$ cat config.mk
export PLATFORM = sky130hd
export DESIGN_NAME = dmg_lcd_sink_flat
export DESIGN_NICKNAME = d
export VERILOG_FILES = /design/src/rtl/dmg_lcd_sink_if.sv /design/src/rtl/dmg_lcd_sink.sv /design/src/flat_wrapper.sv
export SDC_FILE = /design/constraint.sdc
export NUM_CORES = 1
export LEC_CHECK = 0
export CORE_ASPECT_RATIO = 1.5
export CORE_MARGIN = 4
export CORE_UTILIZATION = 35
export DETAILED_ROUTE_END_ITERATION = 10
export PLACE_DENSITY_LB_ADDON = 0.15
export SYNTH_ARGS = -nofsm -noshare
export SYNTH_HDL_FRONTEND = slang
export SYNTH_SLANG_ARGS = --single-unit
$ cat constraint.sdc
create_clock -name clk -period 5 [get_ports clk]
set_input_delay 1 -clock clk [delete_from_list [all_inputs] [get_ports clk]]
set_output_delay 1 -clock clk [all_outputs]
set_load 0.02 [all_outputs]
$ cat src/rtl/dmg_lcd_sink_if.sv
// LCD pixel stream from the PPU plus the framebuffer write port it turns into.
// master = stream producer / RAM side, slave = dmg_lcd_sink.
interface dmg_lcd_sink_if #(
   parameter int ADDR_W = 15
);
   logic              lcd_vsync;
   logic              lcd_hsync;
   logic              lcd_pixel;
   logic [1:0]        lcd_color;
   logic              fb_we;
   logic [ADDR_W:0]   fb_addr;
   logic [1:0]        fb_wdata;

   modport master (
      output lcd_vsync, lcd_hsync, lcd_pixel, lcd_color,
      input  fb_we, fb_addr, fb_wdata
   );

   modport slave (
      input  lcd_vsync, lcd_hsync, lcd_pixel, lcd_color,
      output fb_we, fb_addr, fb_wdata
   );
endinterface

$ cat src/rtl/dmg_lcd_sink.sv
// Receives the PPU LCD stream, rebuilds x/y from the strobes and writes pixels
// into the back bank of a double-buffered framebuffer; flags malformed lines/frames.
module dmg_lcd_sink #(
   parameter int H_PIXELS = 160,
   parameter int V_LINES  = 144,
   parameter int ADDR_W   = 15
) (
   input  logic                clk,
   input  logic                rst,
   dmg_lcd_sink_if.slave       lcd,
   input  logic                err_clr,
   output logic                disp_bank,
   output logic                frame_done,
   output logic [7:0]          frame_count,
   output logic                err_long_line,
   output logic                err_short_line,
   output logic                err_short_frame
);

   localparam int X_W = $clog2(H_PIXELS + 1);
   localparam int Y_W = $clog2(V_LINES + 1);
   localparam logic [X_W-1:0]    X_END     = X_W'(H_PIXELS);
   localparam logic [Y_W-1:0]    Y_LAST    = Y_W'(V_LINES - 1);
   localparam logic [ADDR_W-1:0] LINE_STEP = ADDR_W'(H_PIXELS);

   typedef enum logic [1:0] {WAIT_VS, ACTIVE, DONE} state_t;

   state_t              state;
   logic                vs_q;
   logic                hs_q;
   logic [X_W-1:0]      x;
   logic [Y_W-1:0]      y;
   logic [ADDR_W-1:0]   addr;
   logic [ADDR_W-1:0]   line_base;
   logic                we_p1;
   logic [ADDR_W:0]     addr_p1;
   logic [1:0]          wdata_p1;

   logic                vs_rise;
   logic                hs_rise;
   logic                pix_ok;
   logic                pix_long;
   logic [X_W-1:0]      x_pix;
   logic [ADDR_W-1:0]   addr_pix;
   logic                line_close;

   // A pixel in the same cycle as hsync is consumed first, so the line-close
   // decision looks at the position after that pixel.
   always_comb begin
      vs_rise    = lcd.lcd_vsync & ~vs_q;
      hs_rise    = lcd.lcd_hsync & ~hs_q;
      pix_ok     = lcd.lcd_pixel && (x < X_END);
      pix_long   = lcd.lcd_pixel && (x == X_END);
      x_pix      = pix_ok ? x + X_W'(1) : x;
      addr_pix   = pix_ok ? addr + ADDR_W'(1) : addr;
      line_close = hs_rise && (x_pix != '0);
   end

   always_ff @(posedge clk) begin
      if (rst) begin
         state           <= WAIT_VS;
         vs_q            <= 1'b1;
         hs_q            <= 1'b1;
         x               <= '0;
         y               <= '0;
         addr            <= '0;
         line_base       <= '0;
         we_p1           <= 1'b0;
         addr_p1         <= '0;
         wdata_p1        <= '0;
         disp_bank       <= 1'b0;
         frame_done      <= 1'b0;
         frame_count     <= '0;
         err_long_line   <= 1'b0;
         err_short_line  <= 1'b0;
         err_short_frame <= 1'b0;
      end else begin
         vs_q       <= lcd.lcd_vsync;
         hs_q       <= lcd.lcd_hsync;
         we_p1      <= 1'b0;
         frame_done <= 1'b0;

         // Clear first; any error set later in this block overrides it.
         if (err_clr) begin
            err_long_line   <= 1'b0;
            err_short_line  <= 1'b0;
            err_short_frame <= 1'b0;
         end

         case (state)
            WAIT_VS: begin
               if (vs_rise) begin
                  x         <= '0;
                  y         <= '0;
                  addr      <= '0;
                  line_base <= '0;
                  state     <= ACTIVE;
               end
            end

            ACTIVE: begin
               if (vs_rise) begin
                  err_short_frame <= 1'b1;
                  y               <= '0;
                  line_base       <= '0;
                  if (lcd.lcd_pixel) begin
                     we_p1    <= 1'b1;
                     addr_p1  <= {~disp_bank, {ADDR_W{1'b0}}};
                     wdata_p1 <= lcd.lcd_color;
                     x        <= X_W'(1);
                     addr     <= ADDR_W'(1);
                  end else begin
                     x    <= '0;
                     addr <= '0;
                  end
               end else begin
                  if (pix_ok) begin
                     we_p1    <= 1'b1;
                     addr_p1  <= {~disp_bank, addr};
                     wdata_p1 <= lcd.lcd_color;
                  end
                  if (pix_long) begin
                     err_long_line <= 1'b1;
                  end
                  if (line_close) begin
                     if (x_pix < X_END) begin
                        err_short_line <= 1'b1;
                     end
                     x <= '0;
                     y <= y + Y_W'(1);
                     // Last line: park the address at 0 so it never leaves the bank.
                     if (y == Y_LAST) begin
                        line_base <= '0;
                        addr      <= '0;
                        state     <= DONE;
                     end else begin
                        line_base <= line_base + LINE_STEP;
                        addr      <= line_base + LINE_STEP;
                     end
                  end else begin
                     x    <= x_pix;
                     addr <= addr_pix;
                  end
               end
            end

            DONE: begin
               disp_bank   <= ~disp_bank;
               frame_done  <= 1'b1;
               frame_count <= frame_count + 8'd1;
               state       <= WAIT_VS;
            end

            default: state <= WAIT_VS;
         endcase
      end
   end

   assign lcd.fb_we    = we_p1;
   assign lcd.fb_addr  = addr_p1;
   assign lcd.fb_wdata = wdata_p1;

endmodule

$ cat src/flat_wrapper.sv
// flat-port wrapper written by rule: the top's interface ports become plain ports
module dmg_lcd_sink_flat 
#(
   parameter int H_PIXELS = 160,
   parameter int V_LINES  = 144,
   parameter int ADDR_W   = 15
)
  (clk, rst, err_clr, disp_bank, frame_done, frame_count, err_long_line, err_short_line, err_short_frame, lcd_lcd_vsync, lcd_lcd_hsync, lcd_lcd_pixel, lcd_lcd_color, lcd_fb_we, lcd_fb_addr, lcd_fb_wdata);
  dmg_lcd_sink_if #(.ADDR_W(ADDR_W)) lcd_i ();
  input  logic clk;
  input  logic rst;
  input  logic err_clr;
  output logic disp_bank;
  output logic frame_done;
  output logic [7:0] frame_count;
  output logic err_long_line;
  output logic err_short_line;
  output logic err_short_frame;
  input wire logic [$bits(lcd_i.lcd_vsync)-1:0] lcd_lcd_vsync;
  input wire logic [$bits(lcd_i.lcd_hsync)-1:0] lcd_lcd_hsync;
  input wire logic [$bits(lcd_i.lcd_pixel)-1:0] lcd_lcd_pixel;
  input wire logic [$bits(lcd_i.lcd_color)-1:0] lcd_lcd_color;
  output wire logic [$bits(lcd_i.fb_we)-1:0] lcd_fb_we;
  output wire logic [$bits(lcd_i.fb_addr)-1:0] lcd_fb_addr;
  output wire logic [$bits(lcd_i.fb_wdata)-1:0] lcd_fb_wdata;
  assign lcd_i.lcd_vsync = lcd_lcd_vsync;
  assign lcd_i.lcd_hsync = lcd_lcd_hsync;
  assign lcd_i.lcd_pixel = lcd_lcd_pixel;
  assign lcd_i.lcd_color = lcd_lcd_color;
  assign lcd_fb_we = lcd_i.fb_we;
  assign lcd_fb_addr = lcd_i.fb_addr;
  assign lcd_fb_wdata = lcd_i.fb_wdata;
  dmg_lcd_sink #(.H_PIXELS(H_PIXELS), .V_LINES(V_LINES), .ADDR_W(ADDR_W)) u_core (.clk(clk), .rst(rst), .lcd(lcd_i), .err_clr(err_clr), .disp_bank(disp_bank), .frame_done(frame_done), .frame_count(frame_count), .err_long_line(err_long_line), .err_short_line(err_short_line), .err_short_frame(err_short_frame));
endmodule
# Word-level counts from Yosys, hierarchy flattened

Cells that the tools add are included.

Logic and storage cells: 99
Output and inout bits: 32
Flip-flop bits (word level): 82

$lt $le $gt $ge: 2
Reduce and logical (&&, ||, !) cells: 13
Eq/ne operators: 11
Bitwise logic cells: 6
Add/subtract/negate cells: 5
Multiplexer cells: 46

Operators with widths:

| operator                                                        | number |
|---|---|
| 15-bit two-way mux                                              | 7 |
| 15-bit case mux with 2 select lines                             | 2 |
| 16-bit two-way mux                                              | 3 |
| 8-bit two-way mux                                               | 6 |
| 8-bit case mux with 2 select lines                              | 2 |
| 8-bit by 1-bit adder with 8-bit output, second input constant   | 3 |
| 1-bit two-way mux                                               | 18 |
| 8-bit equality test, second input constant                      | 2 |
| 8-bit less-than comparator, second input constant               | 2 |
| 15-bit by 1-bit adder with 15-bit output, second input constant | 1 |
| 15-bit by 8-bit adder with 15-bit output, second input constant | 1 |
| 2-bit two-way mux                                               | 7 |
| 3-bit AND reduction                                             | 3 |
| 8-bit nonzero test                                              | 1 |
| 2-bit by 1-bit != test with 1-bit output, second input constant | 3 |
| 2-bit != test, second input constant                            | 2 |
| 4-bit by 1-bit != test with 1-bit output, second input constant | 1 |
| 1-bit NOT                                                       | 4 |
| 2-bit case mux with 2 select lines                              | 1 |
| 4-bit AND reduction                                             | 1 |
| 2-bit nonzero test                                              | 2 |
| 1-bit logical AND                                               | 3 |
| 3-bit by 1-bit != test with 1-bit output, second input constant | 1 |
| 1-bit AND                                                       | 2 |
| other kinds (5)                                                 | 5 |

# Logic depth before layout (Yosys ltp)

Depth in word-level cells: 8
Mapped depth: 12
Mapped depth without buffers: 9

# Least setup slack after synthesis

No wires, ideal clock.

Path type: input to register
Start point: input port lcd_lcd_pixel
End point: register u_core.addr[0]
Setup time: 0.117 ns
Buffers on the path: 3
Data arrival time: 2.782 ns
Cell stages on the path: 10
Slack: 2.101 ns
Path through: or4b_1 a21boi_1 nor2_1 or4_4 buf_6 nand2_4 buf_12 buf_6 a31oi_1 a22o_1

Word-level cells in the longest chain between the ends: 7
Elaborated cells between the ends (all ways): 10
Classes of those cells: 1 x eq/ne; 5 x mux; 4 x reduce/logical

Ends and longest elaborated chain:

| element                             | RTL line            | RTL |
|---|---|---|
| start, declared                     | flat_wrapper.sv:21  | `input wire logic [$bits(lcd_i.lcd_pixel)-1:0] lcd_lcd_pixel;` |
| 1-bit logical AND                   | dmg_lcd_sink.sv:52  | `pix_ok = lcd.lcd_pixel && (x < X_END);` |
| 8-bit two-way mux                   | dmg_lcd_sink.sv:54  | `x_pix = pix_ok ? x + X_W'(1) : x;` |
| 8-bit nonzero test                  | dmg_lcd_sink.sv:56  | `line_close = hs_rise && (x_pix != '0);` |
| 1-bit logical AND                   | dmg_lcd_sink.sv:56  |  |
| 15-bit two-way mux                  | dmg_lcd_sink.sv:125 | `if (line_close) begin` |
| 15-bit two-way mux                  | dmg_lcd_sink.sv:102 | `if (vs_rise) begin` |
| 15-bit case mux with 2 select lines | dmg_lcd_sink.sv:90  | `case (state)` |
| end signal, assigned                | dmg_lcd_sink.sv:138 | `addr <= line_base + LINE_STEP;` |
| end signal, assigned                | dmg_lcd_sink.sv:142 | `addr <= addr_pix;` |
| end, declared                       | dmg_lcd_sink.sv:33  | `logic [ADDR_W-1:0] addr;` |

Parallel ways exist; a longest one is shown, timed or not.
A chain may end at the register's enable or synchronous reset.

# Worst setup path in the final report

Start point: input port lcd_lcd_pixel
End point: register u_core.addr[9]

Word-level cells in the longest chain between the ends: 7
Elaborated cells between the ends (all ways): 9
Classes of those cells: 1 x eq/ne; 4 x mux; 4 x reduce/logical

Ends and longest elaborated chain:

| element                             | RTL line |
|---|---|
| 1-bit logical AND (*)               | dmg_lcd_sink.sv:52 |
| 8-bit two-way mux                   | dmg_lcd_sink.sv:54 |
| 8-bit nonzero test                  | dmg_lcd_sink.sv:56 |
| 1-bit logical AND                   | dmg_lcd_sink.sv:56 |
| 15-bit two-way mux                  | dmg_lcd_sink.sv:125 |
| 15-bit two-way mux                  | dmg_lcd_sink.sv:102 |
| 15-bit case mux with 2 select lines | dmg_lcd_sink.sv:90 |

Mark *: on every way between the ends. The rest lies on a longest branch, timed or not.

==> impl_metrics.json <==
{
  "start_util": 0.363,
  "fin_hold_ws_ns": 0.437,
  "setup_viol": 0,
  "worst_pin_slew_ns": 1.19,
  "ff2ff_path_depth": 10,
  "port_buffers": 39,
  "ys_seq_area_frac": 0.388,
  "final_nets": 528,
  "synth_area_sq_um": 4230,
  "area_growth_syn_to_layout_pct": 18.6,
  "numClockSinks": 82,
  "dp_hpwl_um": 8320,
  "pwr-share-seq": 0.441,
  "p_sw_frac": 0.233,
  "final_core_util": 0.430,
  "clockPowerShare": 0.492,
  "cts_tree": "yes",
  "postCtsHoldBufs": 0,
  "ys_types": 73,
  "die_area_sq_um": 13900,
  "vias_per_cell": 5.64,
  "post_cts.repair.setup_buffers": 0,
  "wire_per_inst_um": 17.1,
  "grt-ovfl-total": 0,
  "rsz0062_at_grt": "false",
  "cts_buffers": 9,
  "fp.dieH_um": 143,
  "crit_fanout": 13,
  "synth_edf_count": 0,
  "synth.area.top_cells": "dfxtp_1 39%, a22o_1 4.1%, nor2_1 4.1%",
  "postRouteAntennaNets": 0,
  "regToRegEndpoint": "u_core.addr[9]$_SDFFE_PP0P_",
  "antenna_found_initial": 0,
  "r2r_setup_slack_ns": 1.62,
  "setup_tns_ns": 0,
  "synth_top_cell_area_share": 0.388,
  "final-instance-count-excl-fill": 669,
  "syn_avg_cell_area_sq_um": 8.66,
  "clk_root_buffer_cell": "clkbuf_16",
  "register_area_sq_um": 1640,
  "drt_iter0_markers": 142,
  "cp-start-kind": "primary input",
  "worstSetupStartpoint": "lcd_lcd_pixel",
  "grt_max_degree": 38,
  "clk_pin_slew_worst_paths_ns": 0.07,
  "power.total_mw": 1.51,
  "p_leak_nw": 1.77,
  "synth_nets": 502,
  "maxCapViolCount": 0,
  "status": "finished clean",
  "clk_latency_ns": 0.34,
  "drtPass1Iterations": 4,
  "peakVddDrop_v": 0.000193,
  "core_area_sq_um": 11700,
  "grt_pass1_vias": 3683,
  "slew_violations": 0,
  "hold_viol": 0,
  "synth_top_area_cell": "dfxtp_1",
  "cp.arrival_ns": 3.99,
  "finClkSkew_ns": 0.00937,
  "place_congestion": 0.855,
  "drt_wl_total_um": 11500,
  "fmax_mhz": 271,
  "relSlewSlack": 0.205,
  "power.switching_mw": 0.352,
  "syn_inst": 488,
  "cts-htree-levels": 3,
  "min_period_ns": 3.70,
  "ys_ff_latch": 82,
  "die_w_um": 97.7,
  "ios": 40,
  "power.internal_mw": 1.16,
  "ys_warn_count": 0,
  "hp-class": "flop to flop",
  "yosys_most_used_dff": "dfxtp_1",
  "rows": 48,
  "clockBufferDepth": 2,
  "min_period_over_period": 0.739,
  "criticalPathCategory": "primary input to flop",
  "antenna_cells": 0,
  "r2r-start": "u_core.x[0]$_SDFFE_PP0P_",
  "worst_ep_required_time_ns": 5.29,
  "crit_end": "u_core.addr[9]$_SDFFE_PP0P_",
  "grt_pass1_wl_um": 18900,
  "drive_gt1_frac": 0.0790,
  "fillers": 1191,
  "grt_usage": 0.168,
  "vias": 3771,
  "async_flop_share": 0,
  "p_comb_frac": 0.067,
  "p_per_area_nw_per_um2": 302,
  "multi_input_area_sq_um": 2340,
  "place_inst": 653,
  "drc_errors": 0,
  "crit_path_end_kind": "flop",
  "cts_resized": 0
}
-- metrics by stage --
stage / worst slack (ns) / cell area [sq um]
final: 1.30 / 5010
after global routing: 1.03 / 5010
after CTS: 1.34 / 5010
after detailed placement: 0.985 / 4670
after global placement: 1.03 / 4670
after floorplan: 2.10 / 4230
-- logic make-up (layout without fill, tap and decap cells) --
logic type               count (synthesis)  in the layout  synth area share
AO/OA/AOI/OAI                          125            125             0.218
XOR/XNOR                                24             24            0.0497
adder cells (fa/ha/maj)                  6              6            0.0178
buffers and inverters                   47             78            0.0580
flip-flops                              82             82             0.388
multiplexers                            14             14            0.0335
AND/OR/NAND/NOR                        190            190             0.235
-- routing by layer --
| metal | vias up | GRT usage | part of all wire |
|---|---|---|---|
| li1 | 1845 | - | - |
| met1 | 1811 | 0.190 | 0.40 |
| met2 | 87 | 0.301 | 0.52 |
| met3 | 28 | 0.0309 | 0.034 |
| met4 | 0 | 0.0853 | 0.038 |
| met5 | - | 0 | 0 |
-- layout by cell type (no fill, tap or decap), drive strengths merged, types with 4 or more instances in the layout --
cell	instances
nand2	40
o32ai	4
ha	6
mux2i	13
or3	4
and4	5
nor2	47
nor3	7
nand4	9
inv	15
xor2	16
buf	10
a21oi	23
nor2b	8
dfxtp	82
and3	10
nand2b	7
clkbuf	11
nor4	9
a211oi	12
or2	4
a221oi	6
a22o	20
xnor2	8
a31oi	12
nand3	20
clkdlybuf4s50	38
o21ai	21
and2	9
-- synthesized netlist by cell type (3+ instances only) --
cell,count
buf_6,5
o21ai_0,17
or3_1,4
clkbuf_1,21
o21ai_1,3
o32ai_1,4
nand2_1,39
dfxtp_1,82
xnor2_1,8
buf_2,3
xor2_1,16
a21oi_1,22
nor3_1,7
a221oi_1,5
and3_1,10
and2_1,9
a22o_1,20
a211o_1,3
mux2i_1,13
nor4_1,8
buf_4,3
nand4_1,9
a211oi_1,11
ha_1,6
a22oi_1,3
a31oi_1,11
nor2_1,46
inv_1,14
nand3_1,20
and4_1,5
or2_2,3
nor2b_1,8
nand2b_1,7
-- final cells by class --
class	instances	area share
clock inverters	5	0.0170
inverters	14	0.0105
clock buffers	11	0.0504
repair buffers	48	0.0904
multi-input cells	359	0.467
flip-flops and latches	82	0.328
well taps	150	0.0374
-- registers in the layout (all words and copies together), names as in the netlist --
| register | count |
|---|---|
| u_core.hs_q | 1 |
| u_core.y | 8 |
| u_core.addr | 15 |
| u_core.frame_done | 1 |
| u_core.err_short_line | 1 |
| u_core.err_short_frame | 1 |
| u_core.frame_count | 8 |
| u_core.lcd.fb_addr | 16 |
| u_core.disp_bank | 1 |
| u_core.lcd.fb_wdata | 2 |
| u_core.vs_q | 1 |
| u_core.lcd.fb_we | 1 |
| u_core.line_base | 15 |
| u_core.err_long_line | 1 |
| u_core.x | 8 |
| u_core.state | 2 |
-- power groups by stage --
stage | Combinational (mW) | Sequential, mW | Clock (mW)
6_report | 0.102 | 0.666 | 0.744
5_1_grt | 0.112 | 0.667 | 0.788
4_1_cts | 0.102 | 0.666 | 0.759
3_5_place_dp | 0.101 | 0.681 | 0
3_3_place_gp | 0.100 | 0.681 | 0
2_1_floorplan | 0.0717 | 0.680 | 0
-- how the worst min path moves through the flow --
stage / startpoint / depth (start not counted) / to
global route: u_core.line_base[2]$_SDFFE_PP0P_ / 2 / u_core.line_base[2]$_SDFFE_PP0P_
detailed placement: u_core.line_base[4]$_SDFFE_PP0P_ / 2 / u_core.line_base[4]$_SDFFE_PP0P_
floorplan: u_core.line_base[1]$_SDFFE_PP0P_ / 2 / u_core.line_base[1]$_SDFFE_PP0P_
CTS: u_core.line_base[4]$_SDFFE_PP0P_ / 2 / u_core.line_base[4]$_SDFFE_PP0P_
finish: u_core.line_base[4]$_SDFFE_PP0P_ / 2 / u_core.line_base[4]$_SDFFE_PP0P_
global placement: u_core.line_base[2]$_SDFFE_PP0P_ / 2 / u_core.line_base[2]$_SDFFE_PP0P_
-- critical path, cell delays in order --
cell and delay (ns):
clkdlybuf4s50_1 0.73, or4b_1 0.48, a21boi_1 0.21, nor2_1 0.09, nor4_1 0.53, a221oi_2 0.16
buf_4 0.22, nor2_2 0.34, o32a_1 0.22
Power figures use the tool's default switching activity.
